$ cat config.mk
export PLATFORM = sky130hd
export DESIGN_NAME = laser_pulse_receiver
export DESIGN_NICKNAME = d
export VERILOG_FILES = /design/src/rtl/laser_pulse_receiver_pkg.sv /design/src/rtl/laser_pulse_receiver_sync2.sv /design/src/rtl/laser_pulse_receiver.sv
export SDC_FILE = /design/constraint.sdc
export NUM_CORES = 1
export LEC_CHECK = 0
export CAP_MARGIN = 40
export CORE_UTILIZATION = 35
export DETAILED_ROUTE_END_ITERATION = 16
export HOLD_SLACK_MARGIN = 0.06
export PLACE_DENSITY_LB_ADDON = 0.3
export SLEW_MARGIN = 20
export SYNTH_ARGS = -nofsm -noshare
export SYNTH_HDL_FRONTEND = slang
export SYNTH_SLANG_ARGS = --single-unit
$ cat constraint.sdc
create_clock -name Clk -period 3.87 [get_ports Clk]
set_clock_uncertainty 0.15 [all_clocks]
set_input_delay 0.9675 -clock Clk [delete_from_list [all_inputs] [get_ports Clk]]
set_output_delay 0.9675 -clock Clk [all_outputs]
set_load 0.01 [all_outputs]
$ cat src/rtl/laser_pulse_receiver_pkg.sv
// -----------------------------------------------------------------------------
// laser_pulse_receiver_pkg
// Shared definitions for the laser pulse receiver.
//   state_t         : receiver FSM state encoding (2 bits)
//   LASER_PULSE_LEN : nominal laser on-time in cycles. The transmit-side laser
//                     timer uses the same constant, so both ends agree on what
//                     a valid pulse looks like.
// -----------------------------------------------------------------------------
package laser_pulse_receiver_pkg;

  typedef enum logic [1:0] {
    S_Arm   = 2'd0,
    S_Idle  = 2'd1,
    S_High  = 2'd2,
    S_Stuck = 2'd3
  } state_t;

  localparam int unsigned LASER_PULSE_LEN = 3;

endpackage

$ cat src/rtl/laser_pulse_receiver_sync2.sv
// -----------------------------------------------------------------------------
// laser_sync2
// Two-flop synchronizer for a single asynchronous input.
// Parameters:
//   RST_VAL : value both flops take during reset
// Ports:
//   i_clk : destination clock
//   i_rst : asynchronous active-high reset
//   i_d   : asynchronous input
//   o_q   : synchronized output (two cycles of latency)
// -----------------------------------------------------------------------------
module laser_sync2 #(
  parameter logic RST_VAL = 1'b1
) (
  input  logic i_clk,
  input  logic i_rst,
  input  logic i_d,
  output logic o_q
);

  logic r_meta;
  logic r_sync;

  always_ff @(posedge i_clk or posedge i_rst) begin
    if (i_rst) begin
      r_meta <= RST_VAL;
      r_sync <= RST_VAL;
    end else begin
      r_meta <= i_d;
      r_sync <= r_meta;
    end
  end

  assign o_q = r_sync;

endmodule

$ cat src/rtl/laser_pulse_receiver.sv
// -----------------------------------------------------------------------------
// laser_pulse_receiver
// Measures each high pulse on the asynchronous laser sensor line and
// classifies it. Lengths in [MIN_LEN, MAX_LEN] give a one-cycle Hit and bump a
// saturating hit counter; other lengths give a one-cycle Err. A line held high
// for STUCK_LEN cycles gives one Err and raises Stuck until the line drops.
// Ports:
//   Clk      : the only clock
//   Rst      : asynchronous active-high reset
//   L        : laser sensor line, asynchronous to Clk
//   Clr      : synchronous clear of HitCount (wins over a coincident hit)
//   Hit      : one-cycle pulse for a valid-length pulse
//   Err      : one-cycle pulse for a bad-length pulse or stuck entry
//   Stuck    : high while the line is considered stuck
//   HitCount : saturating count of valid pulses
//   LastLen  : length of the most recent completed or stuck pulse
//
// state   | meaning
// --------+-----------------------------------------------------------------
// S_Arm   | after reset; wait for the line to be low so a pulse already in
//         | progress is not measured
// S_Idle  | line low, waiting for the next pulse
// S_High  | line high, counting its length
// S_Stuck | line held high for STUCK_LEN cycles; wait for it to drop
// -----------------------------------------------------------------------------
module laser_pulse_receiver
  import laser_pulse_receiver_pkg::*;
#(
  parameter int unsigned MIN_LEN   = LASER_PULSE_LEN,
  parameter int unsigned MAX_LEN   = LASER_PULSE_LEN,
  parameter int unsigned STUCK_LEN = 15,
  parameter int unsigned LEN_W     = 4,
  parameter int unsigned CNT_W     = 8
) (
  input  logic             Clk,
  input  logic             Rst,
  input  logic             L,
  input  logic             Clr,
  output logic             Hit,
  output logic             Err,
  output logic             Stuck,
  output logic [CNT_W-1:0] HitCount,
  output logic [LEN_W-1:0] LastLen
);

  localparam logic [LEN_W-1:0] MIN_L   = LEN_W'(MIN_LEN);
  localparam logic [LEN_W-1:0] MAX_L   = LEN_W'(MAX_LEN);
  localparam logic [LEN_W-1:0] STUCK_L = LEN_W'(STUCK_LEN);
  localparam logic [LEN_W-1:0] LEN_ONE = LEN_W'(1);
  localparam logic [CNT_W-1:0] CNT_ONE = CNT_W'(1);
  localparam logic [CNT_W-1:0] CNT_MAX = '1;

  // Registered state and outputs
  state_t           r_state;
  logic [LEN_W-1:0] r_len;
  logic             r_hit;
  logic             r_err;
  logic             r_stuck;
  logic [CNT_W-1:0] r_hit_count;
  logic [LEN_W-1:0] r_last_len;

  // Next-state values
  state_t           w_state_nxt;
  logic [LEN_W-1:0] w_len_nxt;
  logic             w_hit_nxt;
  logic             w_err_nxt;
  logic             w_stuck_nxt;
  logic [CNT_W-1:0] w_count_nxt;
  logic [LEN_W-1:0] w_last_len_nxt;

  logic             w_ls;
  logic [LEN_W-1:0] w_len_inc;
  logic             w_in_window;
  logic             w_count_inc;

  // Reset value 1 makes the line look high right after reset, so S_Arm always
  // waits for a genuine low before measuring anything.
  laser_sync2 #(
    .RST_VAL(1'b1)
  ) u_sync (
    .i_clk(Clk),
    .i_rst(Rst),
    .i_d  (L),
    .o_q  (w_ls)
  );

  // Len never exceeds STUCK_LEN-1 while counting, so the increment cannot wrap.
  assign w_len_inc   = r_len + LEN_ONE;
  assign w_in_window = (r_len >= MIN_L) && (r_len <= MAX_L);

  always_ff @(posedge Clk or posedge Rst) begin
    if (Rst) begin
      r_state     <= S_Arm;
      r_len       <= '0;
      r_hit       <= 1'b0;
      r_err       <= 1'b0;
      r_stuck     <= 1'b0;
      r_hit_count <= '0;
      r_last_len  <= '0;
    end else begin
      r_state     <= w_state_nxt;
      r_len       <= w_len_nxt;
      r_hit       <= w_hit_nxt;
      r_err       <= w_err_nxt;
      r_stuck     <= w_stuck_nxt;
      r_hit_count <= w_count_nxt;
      r_last_len  <= w_last_len_nxt;
    end
  end

  always_comb begin
    w_state_nxt    = r_state;
    w_len_nxt      = r_len;
    w_hit_nxt      = 1'b0;
    w_err_nxt      = 1'b0;
    w_stuck_nxt    = r_stuck;
    w_last_len_nxt = r_last_len;
    w_count_inc    = 1'b0;
    w_count_nxt    = r_hit_count;

    case (r_state)
      S_Arm: begin
        if (!w_ls) begin
          w_state_nxt = S_Idle;
        end
      end

      S_Idle: begin
        if (w_ls) begin
          w_state_nxt = S_High;
          w_len_nxt   = LEN_ONE;
        end
      end

      S_High: begin
        if (w_ls) begin
          w_len_nxt = w_len_inc;
          if (w_len_inc == STUCK_L) begin
            w_state_nxt    = S_Stuck;
            w_err_nxt      = 1'b1;
            w_stuck_nxt    = 1'b1;
            w_last_len_nxt = STUCK_L;
          end
        end else begin
          // A single low cycle is enough: S_Idle can re-enter S_High on the
          // very next edge, so back-to-back pulses are both measured.
          w_state_nxt    = S_Idle;
          w_last_len_nxt = r_len;
          if (w_in_window) begin
            w_hit_nxt   = 1'b1;
            w_count_inc = 1'b1;
          end else begin
            w_err_nxt = 1'b1;
          end
        end
      end

      S_Stuck: begin
        if (!w_ls) begin
          w_state_nxt = S_Idle;
          w_stuck_nxt = 1'b0;
        end
      end

      default: begin
        w_state_nxt = S_Arm;
      end
    endcase

    // Clear takes priority over a coincident hit; Hit itself still pulses.
    if (Clr) begin
      w_count_nxt = '0;
    end else if (w_count_inc && (r_hit_count != CNT_MAX)) begin
      w_count_nxt = r_hit_count + CNT_ONE;
    end
  end

  assign Hit      = r_hit;
  assign Err      = r_err;
  assign Stuck    = r_stuck;
  assign HitCount = r_hit_count;
  assign LastLen  = r_last_len;

endmodule
==> impl_metrics.json <==
{
  "report.final.slew_viol_count": 0,
  "synth_top_flop_cell": "dfrtp_1",
  "post-cts-setup-buffer-count": 0,
  "syn_nets": 134,
  "share_comb_of_total_power_pct": 34.6,
  "crit_fanout": 7,
  "io_pins": 19,
  "drt_pre_antenna_iters": 4,
  "finish.cell_count_without_fillers": 189,
  "synthDominantAreaCellType": "dfrtp_1",
  "post_route_cells_drive_above_1_share_pct": 7.69,
  "timing_worst_slew_pin_value_ps": 464,
  "synth_area_sq_um": 1230,
  "die_extent_in_x_um": 61.2,
  "numClockSinks": 23,
  "root_buffer": "clkbuf_4",
  "synth_top_cell_area_share_pct": 42.9,
  "detailedRoute.firstIterationViolations": 21,
  "ys_top_cells_by_area": "dfrtp_1 (43%), ha_1 (6.1%), o21ai_0 (5.3%)",
  "finalSetupTns_ps": 0,
  "setup-violations-final": 0,
  "stdcell_area_sq_um": 1480,
  "cp_cell_sequence": "clkdlybuf4s50_1",
  "min-delay-path-class": "reg2reg",
  "avgSynthCellArea_sq_um": 9.89,
  "diodes": 0,
  "pwr-share-clk_pct": 16.2,
  "synth.yosys.warnings": 0,
  "first_global_vias": 921,
  "grt_first_pass_wirelength_mm": 4.15,
  "ys_seq_area_share_pct": 47.1,
  "timing.max_cap.violations": 0,
  "power_switching_share_pct": 34.2,
  "cts_htree_levels": 1,
  "grt_setup_unrepaired": "no",
  "totalWireLength_mm": 2.45,
  "type_of_the_worst_setup_path": "reg2out",
  "final.period_utilization_pct": 63.4,
  "critical-path-top-delay-family": "buffers and inverters",
  "antenna_found_initial": 0,
  "critical_path.max_stage_delay_ps": 570,
  "finalHoldWorstSlack_ps": 214,
  "pwr_density_cell_nw_per_um2": 457,
  "insertion_delay_ps": 310,
  "critPathBufInv": 1,
  "synth_enable_flop_cells": 0,
  "fp-row-count": 21,
  "gr_overflow_total": 0,
  "power.leakage_nw": 0.616,
  "critical_path.endpoint": "HitCount[4]",
  "r2r-start": "r_state[0]",
  "fillers": 349,
  "ir_drop_mv": 0.138,
  "report.power.total_mw": 0.678,
  "slew-limit-headroom_pct": 68.7,
  "route.vias.total": 975,
  "max_freq_mhz": 407,
  "p_switching_mw": 0.232,
  "multi_input_area_sq_um": 592,
  "placedInstanceArea_sq_um": 1460,
  "regToRegEndpoint": "HitCount[6]",
  "setup.worst_path.start": "HitCount[4]",
  "start_kind": "register",
  "cts-buffers-inserted": 3,
  "crit_slowest_cell": "clkdlybuf4s50_1",
  "power_report.internal_total_mw": 0.446,
  "worst-path-stages": 1,
  "dieArea_sq_um": 3740,
  "wl_per_cell_um": 12.9,
  "die_extent_in_y_um": 61.2,
  "last_weighted_congestion_value_of_the_routability_driven_placer": 0.816,
  "reg2reg_setup_slack_ps": 1670,
  "ys_ff_latch": 23,
  "tritoncts_clock_tree": "yes",
  "async_reset_ff_share_pct": 100,
  "finalHoldViolations": 0,
  "synth.lib_cells_used.distinct": 38,
  "route.detailed.drc": 0,
  "hold_wc_startpoint": "u_sync.r_meta",
  "ctsResizeCount": 0,
  "holdPathStages": 0,
  "clk_pin_slew_worst_paths_ps": 130,
  "hold_buf_count_cts": 0,
  "detail_route.vias_per_cell": 5.16,
  "layout_utilization_pct": 44.5,
  "placement.setup.worst_slack_ps": 1600,
  "num-nets-final": 154,
  "grt_start_max_net_pins": 14,
  "grt.total_usage_pct": 15.0,
  "post-place-cells": 185,
  "cp_data_arrival_time_ps": 1340,
  "rr_worst_depth": 6,
  "post-route-worst-setup-slack_ps": 1420,
  "run_status": "complete, no violations",
  "seq_power_share_pct": 49.2,
  "drtAntennaViolNets": 0,
  "core_region_area_sq_um": 3340,
  "finalCriticalPeriod_ps": 2450,
  "port_buffers": 18,
  "seqCellArea_sq_um": 578,
  "syn-instance-count": 124,
  "crit_required_ps": 2750,
  "end_kind": "output pin",
  "clock_tree_buf_depth": 2,
  "detailed_place_hpwl_mm": 1.81,
  "areaGrowthSynthToFinish_pct": 21.0,
  "start_util_pct": 36.7
}
worst min path at each step:
stage	end	slack, ps
global route	u_sync.o_q	220
detailed placement	u_sync.o_q	200
floorplan	u_sync.o_q	200
finish	u_sync.o_q	210
global placement	u_sync.o_q	200
CTS	u_sync.o_q	210
layout make-up:
cell class              instances  area share, %
well taps                      46           3.88
repair buffers                 19           13.2
clock inverters                 1          0.337
clock buffers                   3           1.52
inverters                       9           2.28
flip-flops and latches         23           39.0
multi-input cells              88           39.9
registers in the layout (all words and copies together), names as in the netlist, 2 cells and up:
name,cells
HitCount,8
r_len,4
LastLen,4
r_state,2
synthesized netlist by cell type (3+ instances only):
library cell / instances
nor2_1: 3
o21ai_0: 13
nand3_1: 5
nor2b_1: 3
dfrtp_1: 21
nand2_1: 12
a21oi_1: 8
inv_1: 9
o31ai_1: 5
o21a_1: 3
ha_1: 6
or3_1: 3
o22a_1: 3
metal layers:
layer | GRT usage, % | up-vias | share of wire, %
met1 | 21.1 | 464 | 49
met3 | 2.73 | 2 | 2.6
met4 | 4.87 | 0 | 0.49
li1 | - | 492 | -
met2 | 23.4 | 17 | 48
met5 | 0 | - | 0
cells by family (layout without fill, tap and decap cells):
kind of cell,Yosys count,in the layout,synth area share (%)
AND/OR/NAND/NOR,37,37,17.1
multiplexers,1,1,0.918
buffers and inverters,13,32,4.59
adder cells (fa/ha/maj),6,6,6.12
flip-flops,23,23,47.1
AO/OA/AOI/OAI,44,44,24.1
layout by cell type, fill, tap and decap left out, types with 5 or more instances in the layout:
cell / synthesis / routed
dfrtp_1: 21 / 21
clkdlybuf4s50_1: 0 / 18
o21ai_0: 13 / 13
nand2_1: 12 / 12
inv_1: 9 / 9
a21oi_1: 8 / 8
ha_1: 6 / 6
nand3_1: 5 / 5
o31ai_1: 5 / 5
power by group through the flow:
stage	Sequential (mW)	Combinational [mW]	Clock [mW]
finish	0.334	0.235	0.110
global route	0.344	0.266	0.128
CTS	0.333	0.237	0.115
detailed placement	0.339	0.233	0
global placement	0.337	0.229	0
floorplan	0.338	0.147	0
Note: power is estimated with default switching activity, not from simulation.
